### src/rtl/aes_cbc_enc.sv
// aes_cbc_enc: CBC chaining controller in front of an AES-128 encrypt core.
// Ports:
//   iClk, iRst           clock, synchronous active-high reset
//   iIvLoad, iIv         IV load pulse and 128-bit initialisation vector
//   iPtValid/oPtReady    plaintext stream handshake; iPtData, iPtLast payload
//   oAesStart/iAesReady  block issue to the core; oAesData = plaintext ^ chain
//   iAesValid, iAesData  core result pulse and ciphertext
//   iCtReady/oCtValid    ciphertext stream handshake; oCtData, oCtLast payload
//   oBlkCnt              saturating count of blocks delivered since IV load
//   oErr                 sticky core-timeout error, cleared by IV load
module aes_cbc_enc #(
  parameter int CNT_W   = 16,
  parameter int TIMEOUT = 64
) (
  input  logic             iClk,
  input  logic             iRst,
  input  logic             iIvLoad,
  input  logic [127:0]     iIv,
  input  logic             iPtValid,
  output logic             oPtReady,
  input  logic [127:0]     iPtData,
  input  logic             iPtLast,
  output logic             oAesStart,
  output logic [127:0]     oAesData,
  input  logic             iAesReady,
  input  logic             iAesValid,
  input  logic [127:0]     iAesData,
  output logic             oCtValid,
  input  logic             iCtReady,
  output logic [127:0]     oCtData,
  output logic             oCtLast,
  output logic [CNT_W-1:0] oBlkCnt,
  output logic             oErr
);

  localparam int TMO_W = (TIMEOUT > 1) ? $clog2(TIMEOUT) : 1;
  localparam logic [TMO_W-1:0] TMO_MAX = TMO_W'(TIMEOUT - 1);

  typedef enum logic [2:0] {
    S_NOIV,
    S_READY,
    S_ISSUE,
    S_WAIT,
    S_OUT
  } state_e;

  state_e             state_q, state_d;
  logic [127:0]       chain_q, chain_d;
  logic [127:0]       aes_data_q, aes_data_d;
  logic [127:0]       ct_data_q, ct_data_d;
  logic               ct_last_q, ct_last_d;
  logic               last_q, last_d;
  logic               err_q, err_d;
  logic [CNT_W-1:0]   cnt_q, cnt_d;
  logic [TMO_W-1:0]   tmo_q, tmo_d;

  always_comb begin
    state_d    = state_q;
    chain_d    = chain_q;
    aes_data_d = aes_data_q;
    ct_data_d  = ct_data_q;
    ct_last_d  = ct_last_q;
    last_d     = last_q;
    err_d      = err_q;
    cnt_d      = cnt_q;
    tmo_d      = tmo_q;
    oPtReady   = 1'b0;

    case (state_q)
      S_NOIV: begin
        if (iIvLoad) begin
          chain_d = iIv;
          cnt_d   = '0;
          err_d   = 1'b0;
          state_d = S_READY;
        end
      end
      S_READY: begin
        // IV load takes priority: plaintext is refused in the same cycle
        oPtReady = !iIvLoad;
        if (iIvLoad) begin
          chain_d = iIv;
          cnt_d   = '0;
        end else if (iPtValid) begin
          aes_data_d = iPtData ^ chain_q;
          last_d     = iPtLast;
          state_d    = S_ISSUE;
        end
      end
      S_ISSUE: begin
        if (iAesReady) begin
          tmo_d   = '0;
          state_d = S_WAIT;
        end
      end
      S_WAIT: begin
        if (iAesValid) begin
          chain_d   = iAesData;
          ct_data_d = iAesData;
          ct_last_d = last_q;
          state_d   = S_OUT;
        end else if (tmo_q == TMO_MAX) begin
          err_d   = 1'b1;
          state_d = S_NOIV;
        end else begin
          tmo_d = tmo_q + 1'b1;
        end
      end
      S_OUT: begin
        if (iCtReady) begin
          if (cnt_q != '1) begin
            cnt_d = cnt_q + 1'b1;
          end
          state_d = ct_last_q ? S_NOIV : S_READY;
        end
      end
      default: state_d = S_NOIV;
    endcase
  end

  always_ff @(posedge iClk) begin
    if (iRst) begin
      state_q    <= S_NOIV;
      chain_q    <= '0;
      aes_data_q <= '0;
      ct_data_q  <= '0;
      ct_last_q  <= 1'b0;
      last_q     <= 1'b0;
      err_q      <= 1'b0;
      cnt_q      <= '0;
      tmo_q      <= '0;
    end else begin
      state_q    <= state_d;
      chain_q    <= chain_d;
      aes_data_q <= aes_data_d;
      ct_data_q  <= ct_data_d;
      ct_last_q  <= ct_last_d;
      last_q     <= last_d;
      err_q      <= err_d;
      cnt_q      <= cnt_d;
      tmo_q      <= tmo_d;
    end
  end

  assign oAesStart = (state_q == S_ISSUE);
  assign oCtValid  = (state_q == S_OUT);
  assign oAesData  = aes_data_q;
  assign oCtData   = ct_data_q;
  assign oCtLast   = ct_last_q;
  assign oBlkCnt   = cnt_q;
  assign oErr      = err_q;

endmodule

### config.mk
export PLATFORM = sky130hd
export DESIGN_NAME = aes_cbc_enc
export DESIGN_NICKNAME = d
export VERILOG_FILES = /design/src/rtl/aes_cbc_enc.sv
export SDC_FILE = /design/constraint.sdc
export NUM_CORES = 1
export LEC_CHECK = 0
export ABC_AREA = 1
export CAP_MARGIN = 20
export CORE_AREA = 3 3 259 261
export CTS_BUF_LIST = sky130_fd_sc_hd__clkbuf_16
export DETAILED_ROUTE_END_ITERATION = 8
export DIE_AREA = 0 0 262 264
export PLACE_DENSITY_LB_ADDON = 0.08
export SYNTH_ARGS = -nofsm -noshare
export SYNTH_HDL_FRONTEND = slang
export SYNTH_SLANG_ARGS = --single-unit
### constraint.sdc
create_clock -name iClk -period 3.8 [get_ports iClk]
set_input_delay 0.57 -clock iClk [delete_from_list [all_inputs] [get_ports iClk]]
set_output_delay 0.57 -clock iClk [all_outputs]
set_load 0.03 [all_outputs]
======== Word level (Yosys, flattened, before mapping) ========
Cells that the tools add are included.
Widths: inputs -> output; s select.
word-level totals
  flip-flop bits (word level) ............. 412
  latch bits .............................. 0
  RAM bits ................................ 0
  ROM bits ................................ 0
  output and inout bits ................... 277
  logic and storage cells ................. 70
  memories ................................ 0
operators by class
  add/subtract/negate cells ............... 2
  multipliers ............................. 0
  div/mod/pow operators ................... 0
  $lt $le $gt $ge ......................... 0
  eq/ne operators ......................... 18
  shift-type cells ........................ 0
  mux-type cells .......................... 25
  bitwise gates (word level) .............. 2
  reductions and logical operators ........ 14
operator list
  operator               count
  $mux 128               2
  $pmux 128 s2           1
  $xor 128x128->128      1
  $mux 16                3
  $pmux 16 s2            1
  $mux 3                 7
  $mux 6                 3
  $add 16x1->16 const B  1
  $ne 16x16->1 const B   1
  $pmux 3 s5             1
  $ne 2x2->1 const B     7
  $pmux 6 s2             1
  $reduce_and 4->1       3
  $ne 2x1->1 const B     4
  $reduce_bool 2->1      4
  $add 6x1->6 const B    1
  $eq 3x2->1 const B     2
  $eq 6x6->1 const B     1
  $reduce_and 3->1       2
  $reduce_and 6->1       1
  $mux 1                 5
  $eq 3x1->1 const B     1
  $eq 3x3->1 const B     1
  $logic_not 3->1        1
  other kinds (6)        6

======== Depth between registers and ports, before layout ========
  word-level depth ........................ 4
  mapped depth ............................ 11

======== Least setup slack after synthesis ========
Ideal clock, no wire load.
  path type ............................... input-to-reg
  from .................................... input iIvLoad
  to ...................................... register aes_data_q[124], in the netlist oAesData[124]
  setup time .............................. 0.070 ns
  arrival ................................. 1.857 ns
  slack ................................... 1.873 ns
  stages .................................. 7
  buffers on the path ..................... 2
  cells stage by stage .................... nor2_1 > nand2_1 > inv_1 > buf_2 > clkbuf_1 > o21ai_0 > a21oi_1
between the ends
  word-level cells in the longest chain between the ends .. 2
RTL lines
  element                     line  text
  start, declared             17    input logic iIvLoad,
  $not 1->1 (no line)         --
  $reduce_and 3->1 (no line)  --
  end signal, assigned        135   aes_data_q <= aes_data_d;
  end, declared               49    logic [127:0] aes_data_q, aes_data_d;
No other way between the ends.
A chain may end at the register's enable or synchronous reset.

======== Worst setup path after layout ========
  from .................................... register state_q[0]
  to ...................................... output oCtValid
between the ends
  word-level cells in the longest chain between the ends .. 1
RTL lines
  element                 line  text
  start, declared         47    state_e state_q, state_d;
  start signal, assigned  133   state_q <= state_d;
  $eq 3x3->1              146   assign oCtValid = (state_q == S_OUT);
  end, declared           28    output logic oCtValid,
No other way between the ends.

==> qor.txt <==
Outcome: finished clean
FF-to-FF setup slack: 0.87 ns
Port-buffer cells: 668
Share of cells above drive strength 1: 0.0312
Post-CTS Setup Inserts: 0
Die area: 69200 sq um
P_sw: 5.33 mW
Vias after detailed routing: 17300
Met2 wire len: 37300 um
CTS root buf: clkbuf_16
Slowest stage cell, crit path: clkdlybuf4s50_1
Cts hold-fix bufs: 0
Fin crit period: 3.16 ns
Clk sinks: 412
Peak VDD IR: 310 uV
Syn. warnings: 0
Wire length of the first global-routing pass: 111000 um
Relative slew slack: 0.223
FMAX: 316 MHz
Crit path cell chain: nor2_1 > nand2_1 > clkinv_1 > clkdlybuf4s50_1
Clock skew: 0.0199 ns
Area of the multi-input gates: 8060 sq um
Reg2Reg Depth: 7
Initial DRC count: 981
Nets: 3084
Layout overhead on the synthesized area: 51.3%
Drt first pass iters: 5
Fin. max-slew vios: 0
Yosys reg bits: 412
Switching Share: 0.353
Hold Violations, Final: 0
Gpl congestion: 0.829
Synthesized cell area: 17200 sq um
Top FF cell, synth: dfxtp_1
Max Root-Sink Buffers: 3
Clk slew on worst S/H paths: 0.06 ns
Most common cell in the synthesized netlist: nand2_1
Total gr overflow: 0
Crit Reg-Reg Endpoint: oBlkCnt[12]
HP Class: reg -> reg
Setup_tns: 0 ns
RSZ-0062 raised after global routing: false
Leakage: 10.3 nW
Post-detailed-route count of antenna-violating nets: 0
Post_cts resized: 0
# DRC: 0
Share of the synthesized area in the top cell type: 0.480
Crit. End Element: primary output
WP data arrival: 2.59 ns
Final setup fails: 0
Largest net degree at the start of global routing: 198
Synthesized instance count: 2129
CP peak stage delay: 0.74 ns
Post-synth ARST share: 0
Vias per inst: 4.80
Final period utilization: 0.832
Post-Route WL: 76300 um
Critical path peak fanout: 12
Worst setup SP type: flip-flop
Wirelength per Cell: 21.2 um
Sequential cell area fraction in the yosys report: 0.480
Combinational fraction of design power: 0.321
# fillers: 6604
Clk_lat worst skew: 0.58 ns
Least-Margin Pin Slew: 1.16 ns
Std cell rows: 93
Top Ports: 669
Maximum capacitance violations: 0
Die height: 264 um
Synth cell types: 26
DPL Wire Length: 53300 um
Initial antenna violation count: 35
Die width: 262 um
Core ar.: 64700 sq um
WHS: 0.461 ns
Seq. cell area: 8250 sq um
Starting Density: 0.266
Post-synth top area cell: dfxtp_1
Syn_area_per_cell: 8.07 sq um
Main area contributors after synthesis: dfxtp_1 (48%), nand2_1 (10%), a21oi_1 (8.3%)
Setup CP Type: reg -> out
CTS tree: built
Post-Route M1 WL: 30000 um
Worst reg2reg startpoint: state_q[0]
GRT Resource Usage Total: 0.211
Number of flops mapped to enable cells by yosys: 0
Cell Int Power: 9.79 mW
Worst setup path endpoint: oCtValid
Max layer used: met5
Power Density: 581 nW/um^2
Post-synth top cells: nand2_1 (464), dfxtp_1 (412), a21oi_1 (284)
Seq pwr share: 0.385
CP Launch Point: state_q[0]
Required @ worst endpoint: 3.23 ns
Htree depth: 2
Clock power share: 0.295
Vias in the first global route: 17000
Detailed route wirelength on metal3: 6840 um
Syn nets: 2523
Number of CTS-inserted buffers: 51
## area by class of cell
class	instances	share of cell area
flip-flops and latches	412	0.317
repair buffers	685	0.265
diodes	23	0.00221
clock inverters	32	0.00601
multi-input cells	1491	0.310
clock buffers	53	0.0510
inverters	49	0.00784
well taps	855	0.0411
## metrics by stage
step / worst slack (ns) / instances / utilization / area (sq um) / power (mW)
finish: 0.637 / 3600 / 0.402 / 26000 / 15.1
global route: 0.450 / 3596 / 0.402 / 26000 / 16.0
CTS: 0.617 / 3577 / 0.401 / 25900 / 15.4
detailed placement: 0.756 / 3492 / 0.378 / 24500 / 10.8
global placement: 0.817 / 3492 / 0.378 / 24500 / 10.7
floorplan: 1.87 / 2129 / - / 17200 / 8.79
## how the worst min path moves through the flow
stage                       startpoint      endpoint  cells after the start
after floorplan                 last_q        last_q                      2
after global routing      oCtData[123]  oCtData[123]                      2
after global placement     oCtData[47]   oCtData[47]                      2
final                     oCtData[123]  oCtData[123]                      2
after detailed placement   oCtData[50]   oCtData[50]                      2
after CTS                  oCtData[50]   oCtData[50]                      2
## logic make-up after synthesis
group / synth area share
simple gates: 0.199
compound gates: 0.200
flops: 0.480
buf+inv: 0.0530
xor+xnor: 0.0668
fa+ha+maj: 0.00146
## flip-flops by register name (all words and copies together) (netlist names)
signal	count
oErr	1
oCtLast	1
oCtData	128
last_q	1
state_q	3
tmo_q	6
oBlkCnt	16
oAesData	128
chain_q	128
## metal layers
| metal | vias to the layer above | track usage |
|---|---|---|
| li1 | 8415 | - |
| met1 | 8179 | 0.243 |
| met2 | 526 | 0.350 |
| met3 | 133 | 0.0794 |
| met4 | 26 | 0.0858 |
| met5 | - | 0 |
## layout by cell type, fill, tap and decap left out, types with 53 or more instances in the layout
master,Yosys,routed
clkdlybuf4s50_1,0,666
nand2_1,464,464
dfxtp_1,412,412
a21oi_1,284,284
nand3_1,273,273
o21ai_0,135,135
o211a_1,128,128
xnor2_1,128,128
inv_1,46,59
clkbuf_16,0,53
## power groups by stage
stage / clock network, mW / logic (mW) / registers, mW
detailed placement: 0 / 4.90 / 5.91
floorplan: 0 / 2.43 / 6.35
CTS: 4.63 / 4.92 / 5.82
global placement: 0 / 4.85 / 5.89
finish: 4.45 / 4.85 / 5.81
global route: 4.79 / 5.30 / 5.93
## worst max-delay path: cells and delay by family (launching register included)
family	cells	cell delay, ns
buffers and inverters	2	1.00
flip-flops	1	0.38
AND/OR/NAND/NOR	2	0.63
(Power assumes the default switching activity.)
